File: src/rtl/contrast_apply.sv
// Contrast datapath: out = clamp(MID + (pixel - MID) * coef), where coef is a
// shift/add code. Three-stage pipeline with one global stall enable.
module contrast_apply #(
   parameter int PIX_W = 8,
   parameter int MID   = 128,
   parameter int FRAC  = 3
) (
   input  logic             clk,
   input  logic             reset,
   input  logic             cp_update,
   input  logic [8:0]       cp_param,
   input  logic             in_valid,
   output logic             in_ready,
   input  logic [PIX_W-1:0] in_pixel,
   input  logic             in_sof,
   output logic             out_valid,
   input  logic             out_ready,
   output logic [PIX_W-1:0] out_pixel,
   output logic             out_sof,
   output logic             param_err
);

   localparam int         DW      = 16;
   localparam int         SW      = DW + 2;
   localparam logic [8:0] COEF_X1 = 9'b0_0000_0100;

   function automatic logic f_legal(input logic [3:0] code);
      case (code)
         4'b0000, 4'b0100, 4'b0101, 4'b0110,
         4'b0111, 4'b1001, 4'b1010: f_legal = 1'b1;
         default:                   f_legal = 1'b0;
      endcase
   endfunction

   // d carries FRAC fractional bits, so the right shifts below are exact
   function automatic logic signed [DW-1:0] f_term(input logic [3:0] code,
                                                   input logic signed [DW-1:0] d);
      case (code)
         4'b0100: f_term = d;
         4'b0101: f_term = d >>> 1;
         4'b0110: f_term = d >>> 2;
         4'b0111: f_term = d >>> 3;
         4'b1001: f_term = d <<< 1;
         4'b1010: f_term = d <<< 2;
         default: f_term = '0;
      endcase
   endfunction

   logic [8:0]              r_pending;
   logic [8:0]              r_active;
   logic                    r_param_err;

   logic                    r_s1_vld;
   logic                    r_s1_sof;
   logic signed [DW-1:0]    r_s1_d;
   logic [8:0]              r_s1_coef;

   logic                    r_s2_vld;
   logic                    r_s2_sof;
   logic signed [DW-1:0]    r_s2_acc;

   logic                    r_out_vld;
   logic                    r_out_sof;
   logic [PIX_W-1:0]        r_out_pixel;

   logic                    w_en;
   logic                    w_accept;
   logic                    w_upd_legal;
   logic [8:0]              w_upd_param;
   logic [8:0]              w_coef;
   logic signed [DW-1:0]    w_diff;
   logic signed [DW-1:0]    w_d;
   logic signed [DW-1:0]    w_t0;
   logic signed [DW-1:0]    w_t1;
   logic signed [DW-1:0]    w_acc;
   logic signed [SW-1:0]    w_sum;
   logic signed [SW-1:0]    w_rnd;
   logic signed [SW-1:0]    w_val;
   logic [PIX_W-1:0]        w_pix;

   assign w_en     = ~r_out_vld | out_ready;
   assign w_accept = in_valid & w_en;

   assign w_upd_legal = f_legal(cp_param[3:0]) & f_legal(cp_param[7:4]);
   assign w_upd_param = w_upd_legal ? cp_param : COEF_X1;

   // An SOF pixel takes the freshest parameter, including one arriving this cycle
   assign w_coef = (w_accept & in_sof) ? (cp_update ? w_upd_param : r_pending)
                                       : r_active;

   always_ff @(posedge clk or posedge reset) begin
      if (reset) begin
         r_pending   <= COEF_X1;
         r_active    <= COEF_X1;
         r_param_err <= 1'b0;
      end else begin
         if (cp_update) begin
            r_pending   <= w_upd_param;
            r_param_err <= ~w_upd_legal;
         end
         if (w_accept & in_sof)
            r_active <= w_coef;
      end
   end

   assign w_diff = $signed({{(DW-PIX_W){1'b0}}, in_pixel}) - $signed(DW'(MID));
   assign w_d    = w_diff <<< FRAC;

   always_ff @(posedge clk or posedge reset) begin
      if (reset) begin
         r_s1_vld  <= 1'b0;
         r_s1_sof  <= 1'b0;
         r_s1_d    <= '0;
         r_s1_coef <= COEF_X1;
      end else if (w_en) begin
         r_s1_vld  <= in_valid;
         r_s1_sof  <= in_sof;
         r_s1_d    <= w_d;
         r_s1_coef <= w_coef;
      end
   end

   assign w_t0  = f_term(r_s1_coef[3:0], r_s1_d);
   assign w_t1  = f_term(r_s1_coef[7:4], r_s1_d);
   assign w_acc = r_s1_coef[8] ? (w_t0 - w_t1) : (w_t0 + w_t1);

   always_ff @(posedge clk or posedge reset) begin
      if (reset) begin
         r_s2_vld <= 1'b0;
         r_s2_sof <= 1'b0;
         r_s2_acc <= '0;
      end else if (w_en) begin
         r_s2_vld <= r_s1_vld;
         r_s2_sof <= r_s1_sof;
         r_s2_acc <= w_acc;
      end
   end

   // Round half up, then re-centre on MID and saturate to the pixel range
   assign w_sum = $signed({{(SW-DW){r_s2_acc[DW-1]}}, r_s2_acc})
                + $signed(SW'(2 ** (FRAC - 1)));
   assign w_rnd = w_sum >>> FRAC;
   assign w_val = w_rnd + $signed(SW'(MID));

   always_comb begin
      w_pix = w_val[PIX_W-1:0];
      if (w_val[SW-1])
         w_pix = '0;
      else if (w_val > $signed(SW'(2 ** PIX_W - 1)))
         w_pix = '1;
   end

   always_ff @(posedge clk or posedge reset) begin
      if (reset) begin
         r_out_vld   <= 1'b0;
         r_out_sof   <= 1'b0;
         r_out_pixel <= '0;
      end else if (w_en) begin
         r_out_vld   <= r_s2_vld;
         r_out_sof   <= r_s2_sof;
         r_out_pixel <= w_pix;
      end
   end

   assign in_ready  = w_en;
   assign out_valid = r_out_vld;
   assign out_sof   = r_out_sof;
   assign out_pixel = r_out_pixel;
   assign param_err = r_param_err;

endmodule

File: config.mk
export PLATFORM = sky130hd
export DESIGN_NAME = contrast_apply
export DESIGN_NICKNAME = d
export VERILOG_FILES = /design/src/rtl/contrast_apply.sv
export SDC_FILE = /design/constraint.sdc
export NUM_CORES = 1
export LEC_CHECK = 0
export CAP_MARGIN = 0
export CORE_MARGIN = 2
export CORE_UTILIZATION = 40
export DETAILED_ROUTE_END_ITERATION = 10
export SYNTH_ARGS = -nofsm -noshare
export SYNTH_HDL_FRONTEND = slang
export SYNTH_SLANG_ARGS = --single-unit
File: constraint.sdc
create_clock -name clk -period 9.1 [get_ports clk]
set_input_delay 1.365 -clock clk [delete_from_list [all_inputs] [get_ports clk]]
set_output_delay 1.365 -clock clk [all_outputs]
set_load 0.05 [all_outputs]
* Yosys cells after proc, flatten, opt, wreduce, memory -nomap -nowiden
Cells that the tools add are included.
** Cells by class
- Magnitude comparators :: 1
- Equality and inequality tests :: 24
- $add $sub $neg :: 5
- Multiplexer cells :: 10
- Reductions and logical operators :: 4
- Bitwise logic cells :: 6
** Operator list (count)
- 16-bit one-hot mux with 6 select lines :: 2
- 4-bit by 3-bit equality test with 1-bit output, second input constant :: 16
- 4-bit equality test, second input constant :: 8
- 9-bit two-way mux :: 3
- 16-bit by 4-bit adder with 17-bit output, second input constant :: 1
- 16-bit adder :: 1
- 16-bit two-way mux :: 1
- 8-bit two-way mux :: 2
- 16-bit subtractor :: 1
- 14-bit by 9-bit adder with 15-bit output, second input constant :: 1
- 15-bit by 9-bit > comparator with 1-bit output, second input constant :: 1
- 7-bit OR reduction :: 2
- 8-bit by 8-bit subtractor with 9-bit output, second input constant :: 1
- 4-bit zero test :: 2
- 1-bit bitwise AND :: 3
- 1-bit two-way mux :: 2
- 1-bit NOT :: 2
- 1-bit OR :: 1
** Word-level totals
- Output and inout port bits :: 12
- Input port bits :: 23
- Logic and storage cells :: 63
- Register bits :: 71

* Longest topological paths before layout
Gate-level depths: netlist of run 1.
- Depth after elaboration :: 7
- Mapped depth :: 17
- Depth with buffers taken out :: 15

* Worst setup path after synthesis of run 1
Ideal clock, no wire load.
- Kind :: in2out
- From :: input port out_ready
- To :: output port in_ready
- Setup slack :: 5260 ps
- Stages :: 5
- Required time :: 7735 ps
- Buffers on the path :: 3
- Data arrival time :: 2475 ps
- Path through :: nor2b_1 > clkbuf_1 > inv_1 > buf_2 > buf_1
** Between the ends
- Word-level cells in the longest chain between the ends :: 1
** RTL lines
- start: declaration :: line 17 : input logic out_ready,
- 1-bit OR :: line 81 : assign w_en = ~r_out_vld | out_ready;
- end: declaration :: line 13 : output logic in_ready,
Every way passes these cells.

* Final worst setup path of run 1
Ends and elaborated chain as after synthesis.

==> metrics.csv, run 1 <==
stage,metric,value,unit
floorplan,core-area,0.0120,sq mm
placement,portBuffers,34,
sta,max_freq,0.226,GHz
floorplan,die_h,115,microns
floorplan,die-width,115,microns
final_layout,instances_no_fill,750,
final_layout,drive_gt1_share,8.29,%
setup_path,reg2reg_depth,13,
clocking,clock_path_buffers,2,
placement,preCtsSetupSlack,4670,ps
power,vdd_drop_max,169,uV
placement,dp.final_hpwl,8340,microns
logic_synthesis,syn_avg_cell_area,8.30,sq um
global_routing,gr-total-overflow,0,
logic_synthesis,synthesis.area,0.00492,sq mm
floorplan,dieArea,0.0132,sq mm
clocking,cts_resized,0,
logic_synthesis,synth_top_cell_by_area,dfrtp_1,
route,via_per_inst,5.73,
logic_synthesis,synth_top_area_share,31.0,%
floorplan,num_rows,40,
run,max_cap_viol_count,0,
status,status,"complete, no violations",
sta,finalCriticalPeriod,4420,ps
hold_path,hp-start,r_s2_vld$_DFFE_PP0N_,
route,drt-initial-drc-count,299,
logic_synthesis,yosys.area_share.adder,4.58,%
logic_synthesis,synth-simple-area-share,24.8,%
placement,dp_cells,734,
route,routed_wl,11400,microns
route,ant_nets,0,
logic_synthesis,synth-xor-area-share,6.05,%
final_layout,fin_nets,639,
placement,gp_congestion,0.932,
hold_path,hold_class,flop to flop,
clocking,hold_buffers,0,
setup_path,timing.rr.start,r_s1_coef[5]$_DFFE_PP0N_,
setup_path,worstPathMaxFanout,35,
global_routing,grt_pass1_vias,4124,
clocking,clock_latency,330,ps
final_layout,fill_cells,1186,
sta,relSlewSlack,47.6,%
power,p_per_area,437,mW/mm^2
sta,hold_viol,0,
logic_synthesis,synth_edf_count,0,
sta,finalCritPeriodShare,48.6,%
sta,tightest_slew,786,ps
sta,setup_slack,4680,ps
route,wl_per_cell,15.3,microns
setup_path,crit_required,7740,ps
route,drc,0,
setup_path,crit_path_end_kind,output pin,
logic_synthesis,synth_top_family_by_area,simple AND/OR/NAND/NOR gates,
clocking,clkTransAtPathRegs,50,ps
sta,final.setup_skew,8.26,ps
logic_synthesis,synth.distinct_cells,75,
floorplan,start_util,41.0,%
sta,slew_viol_final,0,
clocking,post-cts-setup-buffers,0,
logic_synthesis,synth_area_leaders,"dfrtp_1, nand2_1, ha_1",
setup_path,crit_arrival,3060,ps
global_routing,track_usage,18.1,%
clocking,cts_tree,done,
sta,rsz0062_at_grt,no,
final_layout,antenna_cells,0,
clocking,htree_levels,3,
power,p_leak,0.00227,uW
logic_synthesis,synth_cells,593,
hold_path,whs_endpoint,r_s2_vld$_DFFE_PP0N_,
setup_path,reg2reg_slack,4870,ps
sta,whs,468,ps
floorplan,io_pins,35,
setup_path,start_kind,input pin,
setup_path,r2r_end,r_s2_acc[15]$_DFFE_PP0N_,
logic_synthesis,muxShareOfSynthArea,5.01,%
logic_synthesis,synth_seq_area_share,32.6,%
sta,setup_viol,0,
logic_synthesis,synth_fp_nets,634,
route,firstDrtPassIters,5,
final_layout,syn2layout_area_growth,12.3,%
logic_synthesis,ys_warn_count,0,
clocking,cts.sinks,64,
route,vias,4299,
logic_synthesis,ys_seq_elements,64,
global_routing,grt_pass1_wl,19400,microns
final_layout,multi_input_area,0.00303,sq mm
logic_synthesis,synth_flop_cell,dfrtp_1,
sta,fin_tns_setup,0,ps
global_routing,antenna_found_initial,0,
setup_path,worstSetupPathType,input pin to output pin,
clocking,cts_root_buffer,clkbuf_16,
final_layout,regArea,0.00161,sq mm
hold_path,whs_path_depth,2,
clocking,numCtsBuffers,9,
logic_synthesis,async_reset_ff_share,100,%
global_routing,grt_max_degree,65,
logic_synthesis,synth_compound_area_share,21.2,%
-- final cells by class --
class | count | area share, %
inverters | 19 | 1.29
clock buffers | 11 | 4.21
flip-flops and latches | 64 | 29.1
well taps | 147 | 3.33
multi-input cells | 467 | 54.9
clock inverters | 5 | 0.612
repair buffers | 37 | 6.57
-- worst max path at each step --
stage                              from  slack [ps]                        to  depth (start not counted)
4_1_cts                       out_ready        4660                  in_ready                          5
3_3_place_gp                  out_ready        4680                  in_ready                          5
6_report                      out_ready        4680                  in_ready                          5
2_1_floorplan                 out_ready        5260                  in_ready                          5
3_5_place_dp                  out_ready        4670                  in_ready                          5
5_1_grt        r_s1_coef[5]$_DFFE_PP0N_        4450  r_s2_acc[15]$_DFFE_PP0N_                         13
-- per-layer routing --
metal | global-route usage [%] | routed length [microns] | share of wire, % | up-vias
met5 | 0 | 0 | 0 | -
met1 | 23.6 | 5390 | 47 | 2041
met3 | 3.80 | 467 | 4.1 | 22
met4 | 7.07 | 196 | 1.7 | 0
met2 | 29.3 | 5390 | 47 | 103
li1 | - | - | - | 2133
-- placed cells by master (no fill, tap or decap), types with 4 or more instances in the layout --
cell type,count
nand4_1,5
xor2_1,13
o22ai_1,8
o31ai_1,4
nand2_1,102
nand4b_1,4
dfrtp_1,61
inv_1,18
nand3b_1,5
a21o_1,4
a211oi_1,9
a22oi_1,5
nor4_1,4
xnor2_1,21
and3b_1,6
nand2b_1,17
mux2_2,13
clkbuf_16,9
nor2b_1,15
o211ai_1,9
clkdlybuf4s50_1,34
nor3_1,6
a21oi_1,27
and3_1,8
ha_1,18
mux2i_1,10
nand3_1,17
nor2_1,32
o21a_1,4
a31oi_1,13
o21ai_0,30
-- report_power, final --
part | switching [uW] | internal [uW]
clock network | 120 | 183
logic | 847 | 677
registers | 192 | 396
-- Yosys cell counts, types with 4 or more instances --
master / number
a21o_1: 4
o21a_1: 4
buf_2: 7
and3_1: 8
nand2b_1: 17
mux2i_1: 10
a22oi_1: 5
o211ai_1: 9
nor2b_1: 16
o31ai_1: 4
buf_1: 4
dfrtp_1: 61
xnor2_1: 21
nor3_1: 6
o22ai_1: 8
and3b_1: 6
a21oi_1: 27
nor4_1: 4
a211oi_1: 9
nand3b_1: 5
a31oi_1: 13
nor2_1: 32
nand2_1: 102
o21ai_0: 30
nand4b_1: 4
inv_1: 19
clkbuf_1: 25
mux2_2: 13
xor2_1: 13
buf_6: 4
nand4_1: 5
nand3_1: 17
ha_1: 18
-- flip-flops by register name, indices dropped and copies added (netlist names) --
signal and cells:
out_pixel 8, out_sof 1, out_valid 1, param_err 1, r_active 9, r_pending 9, r_s1_coef 9, r_s1_d 8
r_s1_sof 1, r_s1_vld 1, r_s2_acc 14, r_s2_sof 1, r_s2_vld 1
-- worst max-delay path, cell delays in order --
cell	delay, ps
clkdlybuf4s50_1	420
nor2b_2	110
buf_4	340
inv_1	100
clkdlybuf4s50_1	710
-- cell families after synthesis --
| group | Yosys count |
|---|---|
| flops | 64 |
| simple gates | 241 |
| buf+inv | 62 |
| compound gates | 151 |
| xor+xnor | 34 |
| mux | 23 |
| fa+ha+maj | 18 |
-- metrics by stage --
step           utilization [%]  power (uW)  instance area (sq um)
6_report                  46.0        2410                   5520
5_1_grt                   46.0        2640                   5520
4_1_cts                   46.0        2420                   5520
3_5_place_dp              43.8        2100                   5260
3_3_place_gp              43.8        2060                   5260
2_1_floorplan                -        1800                   4920
No activity file was read; power rests on OpenSTA's default activity.
==> run 2, diff against run 1 <==
clock period = 3.9 ns   (was 9.1 ns; I/O delays follow)
==> run 2 against run 1 <==
Clock skew rose by 2.0 ps. Sequential power grew 120%. Non-clock buffer count increased by 26. Combinational power rose to 2.6 times the previous value. Critical path depth rose by 8. Critical endpoint is now r_s2_acc[15]$_DFFE_PP0N_.
==> metrics.csv, run 2 (synthesized netlist as in run 1, its figures left out) <==
stage,metric,value,unit,change
setup_path,cp_top_family,simple AND/OR/NAND/NOR gates,,
final_layout,syn2layout_area_growth,17.9,%,
route,ant_nets,0,,unchanged
floorplan,dieArea,0.0132,sq mm,unchanged
setup_path,slowest_delay,530,ps,-180 ps
setup_path,start_kind,flop,,
final_layout,fin_nets,665,,+4.1%
sta,setup_slack,277,ps,-4400 ps
status,status,"complete, no violations",,
setup_path,reg2reg_depth,13,,unchanged
floorplan,die_h,115,microns,unchanged
final_layout,drive_gt1_share,14.0,%,+5.7 points
setup_path,crit_path_end_kind,flop,,
clocking,cts_tree,done,,
run,max_cap_viol_count,0,,unchanged
global_routing,grt_pass1_vias,4362,,+5.8%
power,p_per_area,1050,mW/mm^2,+140%
clocking,numCtsBuffers,9,,unchanged
setup_path,critPathSlowestCell,or3b_2,,
hold_path,whs_path_depth,2,,unchanged
route,via_per_inst,5.73,,about the same
clocking,cts.sinks,64,,unchanged
setup_path,worstSetupPathType,flop to flop,,
setup_path,crit_buf_inv,0,,-4
clocking,htree_levels,3,,unchanged
sta,max_freq,0.276,GHz,
route,drc,0,,unchanged
final_layout,layout_commonest_cell,nand2_1,,
global_routing,busiest_layer,met2,,
setup_path,reg2reg_slack,280,ps,-4590 ps
placement,dp.final_hpwl,9550,microns,+14%
route,vias,4444,,+3.4%
sta,final.setup_skew,10.3,ps,+2.02 ps
global_routing,grt_pass1_wl,21400,microns,+11%
global_routing,use_met1,25.9,%,+2.3 points
floorplan,die-width,115,microns,unchanged
setup_path,crit_required,4090,ps,-3650 ps
sta,finalCritPeriodShare,92.9,%,
sta,finalCriticalPeriod,3620,ps,
sta,relSlewSlack,53.8,%,+6.2 points
setup_path,r2r_end,r_s2_acc[15]$_DFFE_PP0N_,,
final_layout,antenna_cells,0,,unchanged
placement,preCtsSetupSlack,42.7,ps,-4630 ps
setup_path,worstPathMaxFanout,17,,-51%
route,routed_wl,12500,microns,+9.5%
final_layout,regMostFlops,r_s2_acc,,
clocking,cts_root_buffer,clkbuf_16,,
placement,portBuffers,34,,unchanged
sta,whs,463,ps,-5.30 ps
hold_path,hp-start,r_s2_vld$_DFFE_PP0N_,,
sta,tightest_slew,692,ps,-94.3 ps
global_routing,track_usage,20.2,%,+2.1 points
route,wl_per_cell,16.1,microns,+5.8%
placement,gp_congestion,0.880,,-5.6%
final_layout,multi_input_area,0.00307,sq mm,+1.3%
global_routing,antenna_found_initial,0,,unchanged
floorplan,core-area,0.0120,sq mm,unchanged
final_layout,regArea,0.00161,sq mm,+0.31%
floorplan,start_util,41.0,%,unchanged
route,firstDrtPassIters,4,,-1
sta,setup_viol,0,,unchanged
clocking,clkTransAtPathRegs,50,ps,about the same
floorplan,num_rows,40,,unchanged
setup_path,crit_arrival,3820,ps,+760 ps
hold_path,whs_endpoint,r_s2_vld$_DFFE_PP0N_,,
clocking,clock_path_buffers,2,,unchanged
final_layout,final_cell_mix,"nand2_1, dfrtp_1, clkdlybuf4s50_1, nor2_1, o21ai_0",,
global_routing,grtUsageMet3,3.80,%,unchanged
setup_path,timing.rr.start,r_s1_coef[7]$_DFFE_PP0N_,,
route,drt-initial-drc-count,258,,-14%
final_layout,largest_reg_flops,14,,unchanged
final_layout,fill_cells,1206,,+1.7%
clocking,clock_latency,320,ps,about the same
global_routing,grt_max_degree,50,,-23%
setup_path,path_cells,or3b_2 > o22ai_2 > nor2_1 > and4_1 > a21oi_1 > xnor2_1 > ha_1 > or4_1 > a211oi_2 > o21ai_1 > a2111oi_2 > a31oi_1 > nor2b_1,,
hold_path,hold_class,flop to flop,,
global_routing,met2_usage,33.9,%,+4.6 points
power,p_leak,0.00242,uW,+6.4%
global_routing,gr-total-overflow,0,,unchanged
power,vdd_drop_max,460,uV,+170%
sta,hold_viol,0,,unchanged
floorplan,io_pins,35,,unchanged
sta,slew_viol_final,0,,unchanged
-- run 2: cell types whose count changed in the layout (fill, tap and decap cells not counted), sizes merged --
cell	before	now
clkbuf	11	13
bufinv	0	1
buf	3	30
clkdlybuf4s50	34	33
clkinvlp	2	1
clkinv	3	1
-- run 2: worst max path at each step --
stage	to	cells after the start	start
6_report	r_s2_acc[15]$_DFFE_PP0N_	13	r_s1_coef[7]$_DFFE_PP0N_
5_1_grt	r_s2_acc[15]$_DFFE_PP0N_	13	r_s1_coef[7]$_DFFE_PP0N_
4_1_cts	r_s2_acc[15]$_DFFE_PP0N_	14	r_s1_coef[7]$_DFFE_PP0N_
3_5_place_dp	r_s2_acc[15]$_DFFE_PP0N_	14	r_s1_coef[7]$_DFFE_PP0N_
3_3_place_gp	r_s2_acc[15]$_DFFE_PP0N_	14	r_s1_coef[7]$_DFFE_PP0N_
2_1_floorplan	r_s2_acc[15]$_DFFE_PP0N_	16	r_s1_coef[4]$_DFFE_PP0N_
-- run 2: stage by stage --
step	utilization, %	cells	power [uW]	area (sq um)	TNS [ps]
floorplan	-	593	4200	4920	0
global placement	45.2	755	5120	5430	0
detailed placement	45.2	755	5190	5430	0
CTS	47.6	771	6010	5720	0
global route	48.3	776	6670	5800	-28.4
finish	48.3	776	6090	5800	0
-- run 2: area by class of cell --
type	count	area share (%)
Clock buffer	13	4.31
Clock inverter	3	0.733
Inverter	19	1.23
Multi-Input combinational cell	467	53.0
Sequential cell	64	27.8
Tap cell	147	3.17
Timing Repair Buffer	63	9.79
-- run 2: what timing repair did --
item	4_1_cts	5_1_grt
hold buffers	0	0
setup endpoints to repair	0	6
resized for setup	0	16
setup buffers	0	5
-- run 2: worst min-delay path, cell delays in order, from the launching register on --
cell	delay [ps]
dfrtp_1	340
nand2_1	50
nand2_1	50
-- run 2: power breakdown --
part           internal (uW)  switching, uW  total (uW)  leakage (uW)
Clock                    511            270         781      0.000140
Combinational           1830           2180        4010       0.00152
Sequential               930            370        1300      0.000759
Total                   3270           2820        6090       0.00242
-- run 2: layer usage --
layer / vias to the layer above / routed length [microns]
li1: 2194 / -
met1: 2119 / 5520
met2: 107 / 6160
met3: 24 / 494
met4: 0 / 348
met5: - / 0
